<file path="src/rtl/sum_acc_if.sv">
// sum_acc_if -- handshake bundle for sum_accumulator.
//   master (producer/consumer side): drives start, sum_in, sum_valid, result_ready;
//                                    observes sum_ready, result_valid, acc_out, overflow.
//   slave  (sum_accumulator side):   the mirror image.
//   ACC_W sets the width of acc_out and must match the accumulator it connects to.
interface sum_acc_if #(
  parameter int ACC_W = 8
);
  logic             start;
  logic [4:0]       sum_in;
  logic             sum_valid;
  logic             sum_ready;
  logic             result_valid;
  logic             result_ready;
  logic [ACC_W-1:0] acc_out;
  logic             overflow;

  modport master (
    output start, sum_in, sum_valid, result_ready,
    input  sum_ready, result_valid, acc_out, overflow
  );

  modport slave (
    input  start, sum_in, sum_valid, result_ready,
    output sum_ready, result_valid, acc_out, overflow
  );
endinterface

</file>
<file path="src/rtl/sum_accumulator.sv">
// sum_accumulator -- accumulates COUNT unsigned 5-bit sums into an ACC_W-bit
// total with a sticky overflow flag, then presents the result until taken.
//   clk   : rising-edge clock for all state
//   rst_n : asynchronous active-low reset, returns to IDLE with all outputs 0
//   bus   : sum_acc_if slave port
//           start        - run request, honoured only in IDLE
//           sum_in/sum_valid/sum_ready         - sample handshake (ACCUM)
//           acc_out/overflow/result_valid/result_ready - result handshake (DONE)
// COUNT legal range 1..255, ACC_W legal range 5..16.
module sum_accumulator #(
  parameter int COUNT = 4,
  parameter int ACC_W = 8
) (
  input logic      clk,
  input logic      rst_n,
  sum_acc_if.slave bus
);

  typedef enum logic [1:0] {
    IDLE  = 2'd0,
    ACCUM = 2'd1,
    DONE  = 2'd2
  } state_e;

  localparam logic [7:0] COUNT_L = 8'(COUNT);

  state_e           state_q,        state_d;
  logic [ACC_W-1:0] acc_q,          acc_d;
  logic             overflow_q,     overflow_d;
  logic [7:0]       cnt_q,          cnt_d;
  logic             sum_ready_q,    sum_ready_d;
  logic             result_valid_q, result_valid_d;

  // One bit wider than the accumulator so the carry out is visible.
  logic [ACC_W:0]   sum_wide;
  logic [7:0]       cnt_inc;

  always_comb begin
    // NOTE: every signal assigned below gets a default first, so no path
    // through the case can leave a value unassigned and infer a latch.
    state_d        = state_q;
    acc_d          = acc_q;
    overflow_d     = overflow_q;
    cnt_d          = cnt_q;
    sum_ready_d    = sum_ready_q;
    result_valid_d = result_valid_q;
    sum_wide       = {1'b0, acc_q} + {{(ACC_W-4){1'b0}}, bus.sum_in};
    cnt_inc        = cnt_q + 8'd1;

    case (state_q)
      IDLE: begin
        if (bus.start) begin
          state_d     = ACCUM;
          acc_d       = '0;
          overflow_d  = 1'b0;
          cnt_d       = 8'd0;
          // Registered ready so it is already high in the first ACCUM cycle.
          sum_ready_d = 1'b1;
        end
      end

      ACCUM: begin
        if (bus.sum_valid && sum_ready_q) begin
          acc_d      = sum_wide[ACC_W-1:0];
          overflow_d = overflow_q | sum_wide[ACC_W];
          cnt_d      = cnt_inc;
          if (cnt_inc == COUNT_L) begin
            state_d        = DONE;
            sum_ready_d    = 1'b0;
            result_valid_d = 1'b1;
          end
        end
      end

      DONE: begin
        // acc/overflow are left untouched so the result survives into IDLE.
        if (bus.result_ready) begin
          state_d        = IDLE;
          result_valid_d = 1'b0;
        end
      end

      default: begin
        state_d        = IDLE;
        sum_ready_d    = 1'b0;
        result_valid_d = 1'b0;
      end
    endcase
  end

  // NOTE: sequential state uses non-blocking assignments so every flop
  // samples the pre-edge values computed above, independent of block order.
  always_ff @(posedge clk or negedge rst_n) begin
    if (!rst_n) begin
      state_q        <= IDLE;
      acc_q          <= '0;
      overflow_q     <= 1'b0;
      cnt_q          <= 8'd0;
      sum_ready_q    <= 1'b0;
      result_valid_q <= 1'b0;
    end else begin
      state_q        <= state_d;
      acc_q          <= acc_d;
      overflow_q     <= overflow_d;
      cnt_q          <= cnt_d;
      sum_ready_q    <= sum_ready_d;
      result_valid_q <= result_valid_d;
    end
  end

  assign bus.sum_ready    = sum_ready_q;
  assign bus.result_valid = result_valid_q;
  assign bus.acc_out      = acc_q;
  assign bus.overflow     = overflow_q;

endmodule

</file>
<file path="src/flat_wrapper.sv">
// flat-port wrapper written by rule: the top's interface ports become plain ports
module sum_accumulator_flat 
#(
  parameter int COUNT = 4,
  parameter int ACC_W = 8
)
  (clk, rst_n, bus_start, bus_sum_in, bus_sum_valid, bus_result_ready, bus_sum_ready, bus_result_valid, bus_acc_out, bus_overflow);
  sum_acc_if #(.ACC_W(ACC_W)) bus_i ();
  input logic clk;
  input logic rst_n;
  input wire logic [$bits(bus_i.start)-1:0] bus_start;
  input wire logic [$bits(bus_i.sum_in)-1:0] bus_sum_in;
  input wire logic [$bits(bus_i.sum_valid)-1:0] bus_sum_valid;
  input wire logic [$bits(bus_i.result_ready)-1:0] bus_result_ready;
  output wire logic [$bits(bus_i.sum_ready)-1:0] bus_sum_ready;
  output wire logic [$bits(bus_i.result_valid)-1:0] bus_result_valid;
  output wire logic [$bits(bus_i.acc_out)-1:0] bus_acc_out;
  output wire logic [$bits(bus_i.overflow)-1:0] bus_overflow;
  assign bus_i.start = bus_start;
  assign bus_i.sum_in = bus_sum_in;
  assign bus_i.sum_valid = bus_sum_valid;
  assign bus_i.result_ready = bus_result_ready;
  assign bus_sum_ready = bus_i.sum_ready;
  assign bus_result_valid = bus_i.result_valid;
  assign bus_acc_out = bus_i.acc_out;
  assign bus_overflow = bus_i.overflow;
  sum_accumulator #(.COUNT(COUNT), .ACC_W(ACC_W)) u_core (.clk(clk), .rst_n(rst_n), .bus(bus_i));
endmodule
</file>
<file path="config.mk">
export PLATFORM = sky130hd
export DESIGN_NAME = sum_accumulator_flat
export DESIGN_NICKNAME = d
export VERILOG_FILES = /design/src/rtl/sum_acc_if.sv /design/src/rtl/sum_accumulator.sv /design/src/flat_wrapper.sv
export SDC_FILE = /design/constraint.sdc
export NUM_CORES = 1
export LEC_CHECK = 0
export ABC_AREA = 1
export CORE_MARGIN = 4
export CORE_UTILIZATION = 47
export CTS_BUF_LIST = sky130_fd_sc_hd__clkbuf_16
export DETAILED_ROUTE_END_ITERATION = 10
export MAX_ROUTING_LAYER = met4
export PLACE_DENSITY = 0.72
export RECOVER_POWER = 25
export SETUP_SLACK_MARGIN = 0.15
export SYNTH_ARGS = -nofsm -noshare
export SYNTH_HDL_FRONTEND = slang
export SYNTH_SLANG_ARGS = --single-unit
</file>
<file path="constraint.sdc">
create_clock -name clk -period 1.65 [get_ports clk]
set_input_delay 0.495 -clock clk [delete_from_list [all_inputs] [get_ports clk]]
set_output_delay 0.495 -clock clk [all_outputs]
set_load 0.05 [all_outputs]
</file>
==> metrics.md <==
| Metric | Value |
|---|---|
| Largest net degree at the start of global routing | `22` |
| Fraction of final layout cells with drive strength greater than 1 | `around half` |
| Final core occ | `84.08%` |
| Vias per cell | `5.427` |
| Launching point of the worst reg2reg path | `u_core.bus.acc_out[0]` |
| Cells after synthesis | `150` |
| Post-synthesis sequential area ratio | `41.63%` |
| Mean post-synth cell area | `between 8 and 9 um^2` |
| N_diodes | `0` |
| Headroom to the max-slew limit | `62.94%` |
| Critical path endpoint category | `flip-flop` |
| Complex-gate fraction of the synthesized area | `12.29%` |
| Combined buffer and inverter count along the critical path | `0` |
| Placeable Area | `2522 um^2` |
| Wire length per cell after detailed routing | `roughly 17 um` |
| Area of combinational cells with multiple inputs | `873.3 um^2` |
| Largest fanout on the critical path | `2` |
| Min-Delay Endpoint | `u_core.cnt_q[6]` |
| Standard-cell row count | `18` |
| Hold Path Origin | `u_core.cnt_q[6]` |
| Register bit total from synthesis | `21` |
| Path category of the worst min-delay check | `reg -> reg` |
| Worst Path Arrival | `1.82 ns` |
| Total Die Area | `3579 um^2` |
| I/O Pins | `21` |
| Violations in the final reports | `negative setup slack` |
| Initial antenna violation count | `0` |
| Number of global-route vias before repair | `1316` |
| Hold_ws | `0.5121 ns` |
| Total wire length | `3910 um` |
| Critical path type | `reg -> reg` |
| Biggest area contributors in the synthesized netlist | `sky130_fd_sc_hd__dfrtp_1 (42%), sky130_fd_sc_hd__nand2_1 (10%), sky130_fd_sc_hd__ha_1 (6.9%)` |
| Max Clock Freq | `605.1 MHz` |
| Crit start category | `flip-flop` |
| Worst ir drop on vdd | `0.001417 V` |
| Combined area of all synthesized cells | `1262 um^2` |
| Clock tree skew after final layout | `~0.0032 ns` |
| Top cells by instance count after synthesis | `sky130_fd_sc_hd__nand2_1 (35), sky130_fd_sc_hd__dfrtp_1 (21), sky130_fd_sc_hd__inv_1 (15)` |
| Setup ws final | `-0.002576 ns` |
| Layout area overhead | `67.99%` |
| Remaining global-route overflow | `0` |
| Starting Density | `50.05%` |
| Flip-flop and latch area | `around 530 um^2` |
| Post-synthesis simple-gate area fraction | `29.04%` |
| Setup slack at placement | `-0.4777 ns` |
| Endpoint of the lowest-slack register-to-register path | `u_core.bus.acc_out[6]` |
| Final max-slew violation count | `0` |
| Finished Layout Cells | `232` |
| First-pass GRT wire length | `5664 um` |
| Max clock buf depth | `2` |
| Number of unique standard cell types used by synthesis | `28` |
| Drt drc | `0` |
| Slack of the worst reg-to-reg path | `-0.003 ns` |
| Met3 routed wirelength | `between 70 and 80 um` |
| Setup TNS | `-0.002576 ns` |
| Source-to-sink clock delay at the later pin of the worst-skew pair | `0.25 ns` |
| Die Wd | `around 60 um` |
| Violation count after the first detailed-routing iteration | `57` |
| Period utilization | `100.2%` |
| Share of the synthesized area in the top cell type | `41.63%` |
| Dominant cell type by area after synthesis | `sky130_fd_sc_hd__dfrtp_1` |
| Data required time of the worst path | `1.82 ns` |
| Areal power density over the cells | `1712 nW/um^2` |
| YS warnings | `0` |
| Post-synthesis adder-cell area fraction | `under 10%` |
| CP max stage cell | `sky130_fd_sc_hd__dfrtp_2` |
| Quantity of I/O buffers inserted on ports | `20` |
| Clock transition time at the flip-flop clock pins of the worst setup and hold paths | `0.06 ns` |
| Result of the run | `complete, but fails checks` |
| Cell-by-cell trace of the critical path | `ha_4 -> fa_2 -> nand3_2 -> nand2_2 -> nand2_4 -> a21oi_4 -> xor2_1 -> nor2_1` |
| Hold path depth | `1` |
| Via count | `1259` |
| Post-synthesis async set-or-reset flop share | `100.0%` |
| Pleak | `a little under 1 nW` |
| Pin slew with the least headroom to its limit | `0.5559 ns` |
| Final-report setup violation count | `1` |
| Clock Sinks | `21` |
| Routed wire length on met2 | `2145 um` |
| Final hold violations | `0` |
| Top delay family on crit path | `adder cells` |
| Most common cell in the synthesized netlist | `sky130_fd_sc_hd__nand2_1` |
| Final net count | `221` |
| Post-Synth XOR/XNOR Area | `2.081%` |
| Total track usage | `21.41%` |
| Main synth FF type | `sky130_fd_sc_hd__dfrtp_1` |
| Total number of H-tree levels | `1` |
| Number of synthesized flops with an enable pin | `0` |
| Largest family of logic cells by synthesized area | `simple AND/OR/NAND/NOR gates` |
| Length of the first detailed-routing pass in iterations | `4` |
| Mux share of post-synthesis cell area | `0.7929%` |
| Detailed-placement wirelength estimate | `2268 um` |
| Top sig layer | `met4` |
| Cts bufs inserted | `3` |
| Die Height | `59.83 um` |
| Clock tree from TritonCTS | `done` |
| Setup repair after global routing missed its margin | `yes` |
| Fillers | `131` |
| Post-synth net total | `168` |
| Depth of the worst register-to-register path | `8` |
| Last weighted congestion value of the routability-driven placer | `0.8960` |
| Placed Cells incl. Taps | `roughly 210` |
| Met1 layer wirelength in the final routing | `1598 um` |
| Final ANT Viol Nets | `0` |
| Number of violations of the max-capacitance limit | `0` |
| Clk Tree Root Cell | `sky130_fd_sc_hd__clkbuf_16` |
| Slowest cell delay on critical path | `0.43 ns` |
| Final worst path period need | `1.653 ns` |
==> routing by layer <==
metal  track usage, %  up-vias
li1                 -      600
met1            24.46      624
met2            37.81       25
met3            2.592       10
met4            8.228        0
met5                -        -
==> placed cells by master (no fill, tap or decap), types with 2 or more instances in the layout <==
cell type                         instances
sky130_fd_sc_hd__nand4_1                  2
sky130_fd_sc_hd__nor2_1                   6
sky130_fd_sc_hd__buf_2                    3
sky130_fd_sc_hd__buf_12                  11
sky130_fd_sc_hd__clkbuf_16                3
sky130_fd_sc_hd__xor2_1                   2
sky130_fd_sc_hd__inv_2                    6
sky130_fd_sc_hd__nand2_2                 13
sky130_fd_sc_hd__o21ai_0                  3
sky130_fd_sc_hd__nor2_2                   4
sky130_fd_sc_hd__buf_6                    5
sky130_fd_sc_hd__o31ai_1                  2
sky130_fd_sc_hd__a21oi_2                  2
sky130_fd_sc_hd__nand3_2                  5
sky130_fd_sc_hd__a21oi_4                  2
sky130_fd_sc_hd__o22ai_1                  4
sky130_fd_sc_hd__ha_4                     6
sky130_fd_sc_hd__dfrtp_2                  6
sky130_fd_sc_hd__inv_1                   14
sky130_fd_sc_hd__nand2_1                 25
sky130_fd_sc_hd__dfrtp_1                 15
sky130_fd_sc_hd__nand3_1                  5
sky130_fd_sc_hd__buf_4                   22
sky130_fd_sc_hd__nand2_4                  7
sky130_fd_sc_hd__clkdlybuf4s50_1          2
sky130_fd_sc_hd__nor2_4                   2
sky130_fd_sc_hd__a21oi_1                  5
sky130_fd_sc_hd__clkdlybuf4s15_2          2
sky130_fd_sc_hd__a22o_1                   2
==> report_power, final <==
group / switching [mW] / internal [mW]
Sequential: 0.193 / 0.659
Clock: 0.200 / 0.323
Combinational: 1.20 / 1.06
==> through the flow <==
stage | power [mW] | area (um^2)
6_report | 3.630 | 2121
2_1_floorplan | 1.780 | 1321
3_3_place_gp | 2.487 | 1759
4_1_cts | 3.239 | 1952
5_1_grt | 3.799 | 2121
3_5_place_dp | 2.526 | 1759
==> flip-flops by register name (all words and copies together), names as in the netlist <==
| register | flops |
|---|---|
| u_core.bus.acc_out | 8 |
| u_core.cnt_q | 8 |
| u_core.state_q | 2 |
| u_core.bus.overflow | 1 |
| u_core.bus.result_valid | 1 |
| u_core.bus.sum_ready | 1 |
==> worst max-delay path by stage <==
stage / depth (start not counted) / end / slack, ns / from
after floorplan: 8 / u_core.bus.overflow / 0.03 / u_core.bus.acc_out[0]
after global placement: 9 / u_core.bus.acc_out[6] / -0.39 / bus_sum_in[0]
after detailed placement: 9 / u_core.bus.overflow / -0.48 / bus_sum_in[0]
after CTS: 8 / u_core.bus.overflow / 0.06 / u_core.bus.acc_out[0]
after global routing: 8 / u_core.bus.acc_out[6] / -0.05 / u_core.bus.acc_out[0]
final: 8 / u_core.bus.acc_out[6] / -0.003 / u_core.bus.acc_out[0]
==> kinds of logic after synthesis <==
family / Yosys count
xor gates and xnor gates: 3
DFF: 21
muxes: 1
buffers and inverters: 19
adders and majority gates: 8
and+or+nand+nor: 73
AOI/OAI and AO/OA: 25
==> timing repair <==
action / in CTS / in global routing
gates resized for setup: 31 / 29
setup buffers: 10 / 6
cloned: 0 / 0
pin swaps: 18 / 25
hold buffers: 0 / 0
setup endpoints to repair: 13 / 16
==> cell type report <==
cell class              count  area share [%]
well taps                  30           1.770
clock inverters             1          0.1770
clock buffers               3           3.540
flip-flops and latches     21           25.13
inverters                  19           3.363
repair buffers             48           24.84
multi-input cells         110           41.18
Note: power is estimated with default switching activity, not from simulation.
